<file path="config.mk">
export PLATFORM = sky130hd
export DESIGN_NAME = period_meter
export DESIGN_NICKNAME = d
export VERILOG_FILES = /design/src/rtl/timing_pkg.sv /design/src/rtl/sync_edge.sv /design/src/rtl/period_meter.sv
export SDC_FILE = /design/constraint.sdc
export NUM_CORES = 1
export LEC_CHECK = 0
export BUFFER_PORTS_ARGS = -buffer_cell sky130_fd_sc_hd__buf_2
export CAP_MARGIN = 40
export CORE_ASPECT_RATIO = 0.75
export CORE_UTILIZATION = 25
export CTS_CLUSTER_SIZE = 20
export DETAILED_ROUTE_END_ITERATION = 7
export GPL_TIMING_DRIVEN = 1
export PLACE_DENSITY = 0.43
export REMOVE_ABC_BUFFERS = 1
export SLEW_MARGIN = 20
export SYNTH_ARGS = -nofsm -noshare
export SYNTH_HDL_FRONTEND = slang
export SYNTH_HIERARCHICAL = 1
export SYNTH_SLANG_ARGS = --single-unit
</file>
<file path="constraint.sdc">
create_clock -name CLK -period 5.4 [get_ports CLK]
set_input_delay 0 -clock CLK [delete_from_list [all_inputs] [get_ports CLK]]
set_output_delay 0 -clock CLK [all_outputs]
set_load 0.05 [all_outputs]
</file>
<file path="src/rtl/timing_pkg.sv">
// Shared timing constants and FSM encoding for the alarm-system timing chain
// (clock divider, period meter, key/sensor edge detectors).
package timing_pkg;

   // Counter width used by the divider and the period meter unless overridden.
   localparam int unsigned CNT_W_DEF = 32;

   // One second of a 100 MHz CLK without an edge marks the input as stalled.
   localparam logic [31:0] TIMEOUT_DEF = 32'd100_000_000;

   // 100 MHz / 50 Hz: the ratio the divider uses and the meter reports back.
   localparam logic [31:0] DIV_50HZ = 32'd2_000_000;

   typedef enum logic [1:0] {
      ST_IDLE    = 2'd0,
      ST_MEASURE = 2'd1,
      ST_STALLED = 2'd2
   } meter_state_e;

endpackage

</file>
<file path="src/rtl/sync_edge.sv">
// Two-flop synchronizer plus history flop; emits single-cycle rise/fall pulses.
// Shared by the period meter and the key/sensor inputs.
module sync_edge (
   input  logic clk_i,
   input  logic rst_i,
   input  logic d_i,
   output logic level_o,
   output logic rise_o,
   output logic fall_o
);

   logic s0_q;
   logic s1_q;
   logic s2_q;

   // NOTE: non-blocking assignments so each stage captures its predecessor's pre-edge value.
   always_ff @(posedge clk_i) begin
      if (rst_i) begin
         s0_q <= 1'b0;
         s1_q <= 1'b0;
         s2_q <= 1'b0;
      end else begin
         s0_q <= d_i;
         s1_q <= s0_q;
         s2_q <= s1_q;
      end
   end

   assign level_o = s1_q;
   assign rise_o  = s1_q & ~s2_q;
   assign fall_o  = ~s1_q & s2_q;

endmodule

</file>
<file path="src/rtl/period_meter.sv">
// Measures period (and, with PERIOD_METER_DUTY_EN defined, high time) of a slow
// input in CLK cycles; flags STALL when no rising edge arrives within TIMEOUT.
module period_meter
   import timing_pkg::*;
#(
   parameter int unsigned          CNT_W   = CNT_W_DEF,
   parameter logic [CNT_W-1:0]     TIMEOUT = CNT_W'(TIMEOUT_DEF)
) (
   input  logic             CLK,
   input  logic             RST,
   input  logic             SIGin,
   output logic [CNT_W-1:0] PERIOD,
   output logic [CNT_W-1:0] HIGHCNT,
   output logic             VALID,
   output logic             STALL
);

   logic s1;
   logic rise;
   logic fall;

   sync_edge u_sync (
      .clk_i   (CLK),
      .rst_i   (RST),
      .d_i     (SIGin),
      .level_o (s1),
      .rise_o  (rise),
      .fall_o  (fall)
   );

   // Period counter: restarts at 1 on a rise so it equals N at a rise N cycles later.
   logic [CNT_W-1:0] cnt_q, cnt_d;

   always_comb begin
      cnt_d = cnt_q;
      if (rise) begin
         cnt_d = CNT_W'(1);
      end else if (cnt_q < TIMEOUT) begin
         cnt_d = cnt_q + CNT_W'(1);
      end
   end

   always_ff @(posedge CLK) begin
      if (RST) begin
         cnt_q <= '0;
      end else begin
         cnt_q <= cnt_d;
      end
   end

   // High time to report alongside the period at the next reported rise.
   logic [CNT_W-1:0] high_rpt;

`ifdef PERIOD_METER_DUTY_EN
   logic [CNT_W-1:0] hcnt_q, hcnt_d;
   logic [CNT_W-1:0] hold_q, hold_d;
   logic             fall_seen_q, fall_seen_d;

   always_comb begin
      hcnt_d      = hcnt_q;
      hold_d      = hold_q;
      fall_seen_d = fall_seen_q;
      if (rise) begin
         hcnt_d      = CNT_W'(1);
         fall_seen_d = 1'b0;
      end else if (s1 && (hcnt_q < TIMEOUT)) begin
         hcnt_d = hcnt_q + CNT_W'(1);
      end
      if (fall) begin
         hold_d      = hcnt_q;
         fall_seen_d = 1'b1;
      end
   end

   always_ff @(posedge CLK) begin
      if (RST) begin
         hcnt_q      <= '0;
         hold_q      <= '0;
         fall_seen_q <= 1'b0;
      end else begin
         hcnt_q      <= hcnt_d;
         hold_q      <= hold_d;
         fall_seen_q <= fall_seen_d;
      end
   end

   // No fall since the last rise means the input stayed high the whole period.
   assign high_rpt = fall_seen_q ? hold_q : cnt_q;
`else
   logic unused_duty;
   assign unused_duty = s1 ^ fall;
   assign high_rpt    = '0;
`endif

   meter_state_e     state_q, state_d;
   logic [CNT_W-1:0] period_q, period_d;
   logic [CNT_W-1:0] highcnt_q, highcnt_d;
   logic             valid_q, valid_d;
   logic             stall_q, stall_d;

   // NOTE: every output of this block gets a default first, so no path infers a latch.
   always_comb begin
      state_d   = state_q;
      period_d  = period_q;
      highcnt_d = highcnt_q;
      valid_d   = 1'b0;
      stall_d   = stall_q;
      case (state_q)
         ST_IDLE: begin
            if (rise) begin
               state_d = ST_MEASURE;
            end
         end
         ST_MEASURE: begin
            // A rise landing on the timeout cycle is still a valid period.
            if (rise) begin
               period_d  = cnt_q;
               highcnt_d = high_rpt;
               valid_d   = 1'b1;
            end else if (cnt_q == TIMEOUT) begin
               state_d   = ST_STALLED;
               stall_d   = 1'b1;
               period_d  = '0;
               highcnt_d = '0;
            end
         end
         ST_STALLED: begin
            if (rise) begin
               state_d = ST_MEASURE;
               stall_d = 1'b0;
            end
         end
         default: begin
            state_d = ST_IDLE;
         end
      endcase
   end

   always_ff @(posedge CLK) begin
      if (RST) begin
         state_q   <= ST_IDLE;
         period_q  <= '0;
         highcnt_q <= '0;
         valid_q   <= 1'b0;
         stall_q   <= 1'b0;
      end else begin
         state_q   <= state_d;
         period_q  <= period_d;
         highcnt_q <= highcnt_d;
         valid_q   <= valid_d;
         stall_q   <= stall_d;
      end
   end

   assign PERIOD  = period_q;
   assign HIGHCNT = highcnt_q;
   assign VALID   = valid_q;
   assign STALL   = stall_q;

endmodule

</file>
==> summary.md, run 1 <==
| Metric | Value |
|---|---|
| IO Port Bufs | 36 |
| Initial antenna violation count | 0 |
| WP data arrival | 2.66 ns |
| Total wire length | between 6 and 7 mm |
| Drt wl/cell | around 13 um |
| Max Fclk | 417 MHz |
| Largest net degree at the start of global routing | 33 |
| Slew Limit Fails | 0 |
| First DRT Iteration DRCs | 103 |
| Die area | between 0.01 and 0.015 mm^2 |
| Total CTS buffers | 9 |
| Root Buffer | clkbuf_16 |
| Mapped cell area | approximately 0.0031 mm^2 |
| Grt ovf | 0 |
| Max-cap violation count | 0 |
| Worst flop-to-flop path startpoint | cnt_q[27] |
| Final hold slack | roughly 0.016 ns |
| Final setup violation count | 0 |
| Peak VDD IR | 144 uV |
| Antenna-violating nets left | 0 |
| Syn Area/Cell | 9.67 um^2 |
| Reg2reg end | cnt_q[16] |
| Worst-Margin Slew | roughly 0.72 ns |
| I/O pin cnt | 69 |
| Final Hold Vio Count | 0 |
| Seq pwr share | 38.2% |
| Die H | approximately 98 um |
| Worst setup SP type | register |
| Post-CTS sizing | 0 |
| CTS tree | yes |
| First-pass DRT Iterations | 4 |
| Hold path startpoint | RST |
| Setup TNS | 0 ns |
| Clk slew on worst S/H paths | about 0.060 ns |
| Status | finished, final reports clean |
| Max Fanout on Critical Path | 17 |
| RSZ-0062 raised after global routing | no |
| Post-route DRC | 0 |
| Layout Nets | 354 |
| Final period util | 44.4% |
| Hold EP | u_sync/s0_q |
| Minimum clock period | 2.40 ns |
| Clk_lat worst skew | 0.33 ns |
| Power Internal | 1.09 mW |
| Core area | 0.0117 mm^2 |
| DIE WIDTH | 130 um |
| Number of global-route vias before repair | 2,048 |
| Sw Pwr | 0.296 mW |
| Clock power share | 56.0% |
| Starting density of the core | about a quarter |
| Clock buffer depth | 2 |
| Combinational share of power | between 5 and 6% |
| Net Sw Frac | 21.3% |
| Total power | around 1.4 mW |
| Critical path class | reg2reg |
| P&R area growth vs syn | 20.2% |
| R2r setup slk | 3.00 ns |
| Pleak | about 1.5 nW |
| Worst slew margin | about half |
| Hold Path Stages | 2 |
| Fillers | 1,232 |
| Vias/cell | 4.44 |
| Row count | 34 |
| Clock sinks | 71 |
| Post-DP HPWL | 4.64 mm |
| Pwr Density | 379 mW/mm^2 |
| Syn. warnings | 6 |
| GRT Total Usage | a little under an eighth |
| First-pass GRT wire length | 11.1 mm |
| Cells after Synth | 316 |
| H-tree levels | 3 |
| Layout cells sized above 1 | around a fifth |
| Via count | 2,291 |
| Dpl ws | 2.99 ns |
| Routability Congestion | ~0.77 |
| Clock Skews | between 0.005 and 0.006 ns |
| Worst setup EP type | register |
| Tightest Hold Check Type | in2reg |
| Worst Reg-to-Reg Cells | 5 |
| Antenna cells | 0 |
| CP Data Required Time | 5.66 ns |
| Final setup margin | 3.00 ns |
## area by class of cell
type / count / area (um^2) / area share [%]
clock buffers: 10 / 239 / 6.51
clock inverters: 6 / 155 / 4.23
inverters: 9 / 33.8 / 0.921
multi-input cells: 218 / 1410 / 38.3
flip-flops and latches: 71 / 1420 / 38.7
well taps: 162 / 203 / 5.52
repair buffers: 40 / 213 / 5.80
## how the worst max path moves through the flow
stage / from / to / cells past startpoint
6_report: cnt_q[27] / cnt_q[16] / 5
5_1_grt: cnt_q[21] / cnt_q[11] / 5
4_1_cts: cnt_q[17] / PERIOD[27] / 6
3_5_place_dp: cnt_q[17] / PERIOD[27] / 6
3_3_place_gp: cnt_q[17] / PERIOD[27] / 6
2_1_floorplan: u_sync/level_o / PERIOD[27] / 4
## registers in the layout, summed over array words and instances (netlist names)
| name | flops |
|---|---|
| state_q | 2 |
| cnt_q | 32 |
| u_sync/s2_q | 1 |
| u_sync/level_o | 1 |
| VALID | 1 |
| PERIOD | 32 |
| u_sync/s0_q | 1 |
| STALL | 1 |
## power groups by stage
stage / combinational, mW / clock [mW] / sequential (mW)
final: 0.0801 / 0.779 / 0.531
after floorplan: 0.0659 / 0 / 0.542
after detailed placement: 0.0796 / 0 / 0.542
after global placement: 0.0796 / 0 / 0.542
after CTS: 0.0802 / 0.797 / 0.531
after global routing: 0.0859 / 0.817 / 0.531
## metal layers
metal / track usage, % / wire length, um / vias up
met1: 17.0 / 3810 / 1067
li1: - / - / 1160
met2: 15.4 / 2750 / 57
met3: 4.19 / 296 / 7
met5: 0 / 0 / -
met4: 4.29 / 80 / 0
## what timing repair did
item	4_1_cts	5_1_grt
hold buffers	1	0
setup endpoints to repair	0	0
endpoints found under the hold margin	1	0
buffers inserted	0	0
## worst max-delay path, stage by stage (launching register included)
cell and delay (ns):
dfxtp_1 0.34, nor4_4 0.33, nand3_2 0.18, or4_1 0.78, or4_1 0.54, a21oi_1 0.15
## cell usage in the layout (no fill, tap or decap), drive strengths merged, types with 6 or more instances in the layout
cell and count:
a21oi 20, a22o 31, and2 8, buf 39
clkbuf 10, conb 32, dfxtp 71, inv 9
nand2 17, nand3 7, nand4 8, nor2 11
o21ai 11, o31ai 6, or3 14, or4 9
## metrics by stage
stage	area (um^2)	util (%)	cells
6_report	3670	31.3	516
5_1_grt	3670	31.3	516
4_1_cts	3670	31.3	516
3_5_place_dp	3270	27.8	499
3_3_place_gp	3270	27.8	499
2_1_floorplan	2850	-	298
Note: power is estimated with default switching activity, not from simulation.
==> inputs of run 2 (changes only) <==
Settings changed: ABC_AREA set to 1, PLACE_DENSITY 0.43 to 0.42.
Clock period 5.4 ns to 2.5 ns, I/O delays scaled along.
==> run 2 against run 1 <==
  * Sequential cell count is the same
  * Design area grew 16%
  * Global-route usage grew 2.1 points
  * Power grew 88%
  * Synthesized cell count grew 67%
  * Sequential share of layout area shrank 5.4 points
  * Fmax grew 24%
  * Critical path depth grew 5
  * Utilization shrank 1.6 points
  * Die area grew 20%
  * Highest routed layer unchanged
==> summary.md, run 2 <==
| Metric | Value |
|---|---|
| Syn Area/Cell | 6.99 um^2 (-28%) |
| Placed Instances | 751 (+51%) |
| Number of global-route vias before repair | 3,022 (+48%) |
| I/O pin cnt | 69 (unchanged) |
| Cells after Synth | 527 (+67%) |
| Minimum clock period | 1.93 ns (-0.466 ns) |
| Vias/cell | 4.22 (-4.8%) |
| Largest net degree at the start of global routing | 35 (+6.1%) |
| Row count | 38 (+12%) |
| CTS tree | yes |
| Post-DP HPWL | 7.15 mm (+54%) |
| Post-route DRC | 0 (unchanged) |
| Syn. warnings | 6 (unchanged) |
| Commonest non-fill, non-tap cells in the layout | 172 x nand2_1, 71 x dfxtp_1, 59 x nor2_1 |
| Core area | 0.0144 mm^2 (+23%) |
| Critical path class | reg2reg |
| WP buf/inv | 2 (+2) |
| Slowest cell delay on critical path | 0.35 ns (-0.43 ns) |
| Worst setup EP type | register |
| Max Fanout on Critical Path | 16 (-1) |
| GRT Total Usage | 13.8% (+2.1 points) |
| Via count | 3,249 (+42%) |
| Uppermost layer routed | met4 |
| Max-cap violation count | 0 (unchanged) |
| Critical Path Slowest Stage Cell | dfxtp_1 |
| Die area | 0.0152 mm^2 (+20%) |
| First-pass DRT Iterations | 5 (+1) |
| Met2 wire len | 4.14 mm (+51%) |
| Worst path cell trace | inv_1 > ha_1 > nand2_1 > nor2_1 > nand3_1 > nor2_1 > nand3_1 > nand2_1 > buf_4 > o21ai_0 |
| Root Buffer | clkbuf_16 |
| Pwr Density | 612 mW/mm^2 (+62%) |
| Routability Congestion | 0.883 (+15%) |
| WP data arrival | 2.14 ns (-0.52 ns) |
| Final Hold Vio Count | 0 (unchanged) |
| Drt wl/cell | 13.0 um (-3.1%) |
| Antenna-violating nets left | 0 (unchanged) |
| Pleak | 1.66 nW (+11%) |
| IO Port Bufs | 36 (unchanged) |
| Wl on met1 | 5.26 mm (+38%) |
| First DRT Iteration DRCs | 199 (+93%) |
| Final period util | 77.3% (+33 points) |
| Worst setup SP type | register |
| Met3 Routed Length | 546 um (+84%) |
| Clock buffer depth | 2 (unchanged) |
| CP Data Required Time | 2.71 ns (-2.95 ns) |
| Tightest Hold Check Type | reg2reg |
| Total power | 2.61 mW (+88%) |
| Clock Skews | 0.00644 ns (+0.00107 ns) |
| DIE WIDTH | 142 um (+9.7%) |
| First-pass GRT wire length | 16.0 mm (+44%) |
| Initial antenna violation count | 0 (unchanged) |
| Slew Limit Fails | 0 (unchanged) |
| Max Fclk | 518 MHz (+24%) |
| Clk_lat worst skew | 0.33 ns (about the same) |
| Layout cells sized above 1 | 15.6% (-4.4 points) |
| H-tree levels | 3 (unchanged) |
| P&R area growth vs syn | 15.8% |
| Clock sinks | 71 (unchanged) |
| Setup TNS | 0 ns (unchanged) |
| CP delay by family, top | simple AND/OR/NAND/NOR gates |
| Total wire length | 10.0 mm (+44%) |
| Antenna cells | 0 (unchanged) |
| Final setup violation count | 0 (unchanged) |
| Starting density of the core | 25.6% (-0.44 points) |
| RSZ-0062 raised after global routing | no |
| Die H | 107 um (+9.6%) |
| Clk slew on worst S/H paths | 0.06 ns (about the same) |
| Grt ovf | 0 (unchanged) |
| Peak VDD IR | 276 uV (+92%) |
| Mapped cell area | 0.00368 mm^2 (+21%) |
| Most common cell after layout, fill and taps aside | nand2_1 |
| Design area | 0.00427 mm^2 (+16%) |
| Layout Cells excl Fill | 769 (+49%) |
| Status | finished, final reports clean |
| Layout Nets | 570 (+61%) |
| Total CTS buffers | 9 (unchanged) |
| Placement Cell Area | 0.00394 mm^2 (+21%) |
| Post-CTS Setup Bufs | 0 (unchanged) |
run 2: final cells by class:
| cell class | count | area (um^2) |
|---|---|---|
| fill | 1592 | 10100 |
| inverter | 49 | 186 |
| clock inverter | 4 | 45.0 |
| sequential | 71 | 1420 |
| tap | 200 | 250 |
| timing repair buffer | 44 | 268 |
| multi-input combinational | 390 | 1840 |
| clock buffer | 11 | 253 |
run 2: through the flow:
stage	setup WS (ns)	util [%]	hold WS, ns
detailed placement	0.615	27.3	0.210
floorplan	0.662	-	0.0691
CTS	0.598	29.6	0.406
global placement	0.590	27.1	0.198
global route	0.424	29.6	0.429
finish	0.568	29.6	0.405
run 2: where the power goes:
part / internal, mW / switching [mW]
Sequential: 1.14 / 0.00799
Combinational: 0.0192 / 0.151
Clock: 0.816 / 0.478
run 2: worst paths after layout:
check,start,end,slack (ns),depth (start not counted)
hold reg to reg,u_sync/s0_q,u_sync/level_o,0.40,2
setup reg to reg,cnt_q[0],PERIOD[2],0.57,10
hold / removal,u_sync/s0_q,u_sync/level_o,0.40,2
setup / recovery,cnt_q[0],PERIOD[2],0.57,10
run 2: worst reg2reg max path, delay by kind of cell (launching register included):
kind            cells  cell delay [ns]
simple gates        6             0.74
buf+inv             2             0.41
flops               1             0.35
fa+ha+maj           1             0.18
compound gates      1             0.13
run 2: routing by layer:
layer / global-route usage, % / up-vias
li1: - / 1669
met1: 20.2 / 1479
met2: 20.1 / 91
met3: 3.22 / 10
met4: 3.46 / 0
met5: 0 / -
run 2: what timing repair did:
item                                   in CTS  in global routing
setup endpoints to repair                   0                  0
endpoints found under the hold margin       5                  0
resized for setup                           0                  0
hold buffers                                3                  0
==> inputs of run 3 (changes only) <==
Clock period 2.5 ns to 1.9 ns, I/O delays scaled along.
==> run 3 against run 2 <==
  * Utilization up 1.2 points
  * Via count grew 1.4%
  * Combinational power increased by 37%
  * Non-clock buffer count grew 17
  * Count of clock-buffer cells in the layout fell by 2
  * Largest cell class unchanged
==> summary.md, run 3 (synthesis results as in run 2) <==
| Metric | Value |
|---|---|
| Worst Setup SP | cnt_q[0] |
| Worst setup EP type | register |
| Drt wl/cell | 12.8 um (-1.7%) |
| Clk slew on worst S/H paths | 0.06 ns (about the same) |
| First DRT Iteration DRCs | 190 (-4.5%) |
| Antenna-violating nets left | 0 (unchanged) |
| Commonest non-fill, non-tap cells in the layout | 172 x nand2_1, 69 x dfxtp_1, 58 x nor2_1 |
| Layout Nets | 587 (+3.0%) |
| Layout Cells excl Fill | 786 (+2.2%) |
| Post-DP HPWL | 7.38 mm (+3.3%) |
| IO Port Bufs | 36 (unchanged) |
| Placement Cell Area | 0.00406 mm^2 (+3.1%) |
| Starting density of the core | 25.6% (unchanged) |
| Slew Limit Fails | 0 (unchanged) |
| Die area | 0.0152 mm^2 (unchanged) |
| Util after Layout | 30.8% (+1.2 points) |
| Placed Instances | 768 (+2.3%) |
| Row count | 38 (unchanged) |
| Clock Skews | 0.0109 ns (+0.00443 ns) |
| Post-route DRC | 0 (unchanged) |
| H-tree levels | 3 (unchanged) |
| Post-CTS Setup Bufs | 0 (unchanged) |
| GRT Total Usage | 14.5% (+0.67 points) |
| Worst flop-to-flop path startpoint | cnt_q[0] |
| Core area | 0.0144 mm^2 (unchanged) |
| Dpl ws | -0.0995 ns (-0.715 ns) |
| Sequential cell area | 0.00142 mm^2 (+0.18%) |
| Status | finished, final reports clean |
| Tightest Hold Check Type | reg2reg |
| P&R area growth vs syn | 20.7% |
| Grt ovf | 0 (unchanged) |
| Vias/cell | 4.19 (-0.84%) |
| Antenna cells | 0 (unchanged) |
| Most common cell after layout, fill and taps aside | nand2_1 |
| Final hold slack | 0.401 ns (-0.00338 ns) |
| Largest net degree at the start of global routing | 35 (unchanged) |
| Clock sinks | 71 (unchanged) |
| Final period util | 93.0% (+16 points) |
| First-pass GRT wire length | 16.8 mm (+4.7%) |
| Area of the multi-input gates | 0.00186 mm^2 (+0.81%) |
| Total CTS buffers | 9 (unchanged) |
| Pleak | 1.74 nW (+5.2%) |
| CTS tree | yes |
| Clk_lat worst skew | 0.35 ns (+0.02 ns) |
| Root Buffer | clkbuf_16 |
| Hold path startpoint | u_sync/s0_q |
| Max Fclk | 566 MHz (+9.3%) |
| Minimum clock period | 1.77 ns (-0.164 ns) |
| Total wire length | 10.1 mm (+0.46%) |
| Max Fanout on Critical Path | 15 (-1) |
| Routability Congestion | 0.817 (-7.5%) |
| Clock buffer depth | 2 (unchanged) |
| Via count | 3,293 (+1.4%) |
| Pwr Density | 828 mW/mm^2 (+35%) |
| DIE WIDTH | 142 um (unchanged) |
| Final Hold Vio Count | 0 (unchanged) |
| Final setup margin | 0.133 ns (-0.436 ns) |
| First-pass DRT Iterations | 5 (unchanged) |
| CP Data Required Time | 2.12 ns (-0.59 ns) |
| Total power | 3.68 mW (+41%) |
| I/O pin cnt | 69 (unchanged) |
| Worst setup SP type | register |
| Design area | 0.00444 mm^2 (+4.2%) |
| Final setup violation count | 0 (unchanged) |
| RSZ-0062 raised after global routing | no |
| Max-cap violation count | 0 (unchanged) |
| Initial antenna violation count | 0 (unchanged) |
| Fillers | 1,593 (+0.063%) |
| Layout cells sized above 1 | 18.9% (+3.3 points) |
| Die H | 107 um (unchanged) |
| Peak VDD IR | 444 uV (+61%) |
| Setup TNS | 0 ns (unchanged) |
| Critical path class | reg2reg |
| WP data arrival | 1.99 ns (-0.15 ns) |
| Number of global-route vias before repair | 3,213 (+6.3%) |
## run 3: cell types whose count changed in the layout (fill, tap and decap cells not counted), moves of 2 or more
cell,change
buf_4,+16
clkinvlp_4,+2
dfxtp_2,+2
clkinv_2,-2
bufinv_16,+2
clkbuf_8,-2
dfxtp_1,-2
## run 3: what timing repair did
| action | 4_1_cts | 5_1_grt |
|---|---|---|
| endpoints found under the setup margin | 3 | 16 |
| hold buffers | 3 | 0 |
| pin swaps | 0 | 0 |
| resized for setup | 3 | 4 |
| endpoints found under the hold margin | 5 | 0 |
## run 3: path summary, 6_finish.rpt
check	endpoint	slack, ns	cells after the start
setup / recovery	PERIOD[26]	0.13	10
hold / removal	u_sync/level_o	0.40	2
setup reg to reg	PERIOD[26]	0.13	10
hold reg to reg	u_sync/level_o	0.40	2
## run 3: layout make-up
| cell class | instances | share of cell area (%) |
|---|---|---|
| Clock buffer | 9 | 5.07 |
| Multi-Input combinational cell | 390 | 41.8 |
| Sequential cell | 71 | 32.0 |
| Inverter | 49 | 4.19 |
| Timing Repair Buffer | 61 | 8.81 |
| Tap cell | 200 | 5.63 |
| Clock inverter | 6 | 2.48 |
## run 3: power by group
group          switching, mW  internal, mW
Clock                  0.661          1.27
Sequential            0.0127          1.50
Combinational          0.202        0.0323
## run 3: critical path, cell delays in order (launching register included)
cell     delay [ns]
dfxtp_2        0.36
inv_1          0.09
ha_1           0.15
nand2_1        0.05
nor2_1         0.10
nand3_1        0.10
nor2_1         0.16
nand3_1        0.16
nand2_1        0.14
buf_4          0.23
o22ai_1        0.10
## run 3: layer usage
layer | track usage (%) | wire length, um
met5 | 0 | 0
met4 | 4.22 | 85
met3 | 3.62 | 540
met2 | 21.0 | 4140
met1 | 20.8 | 5300
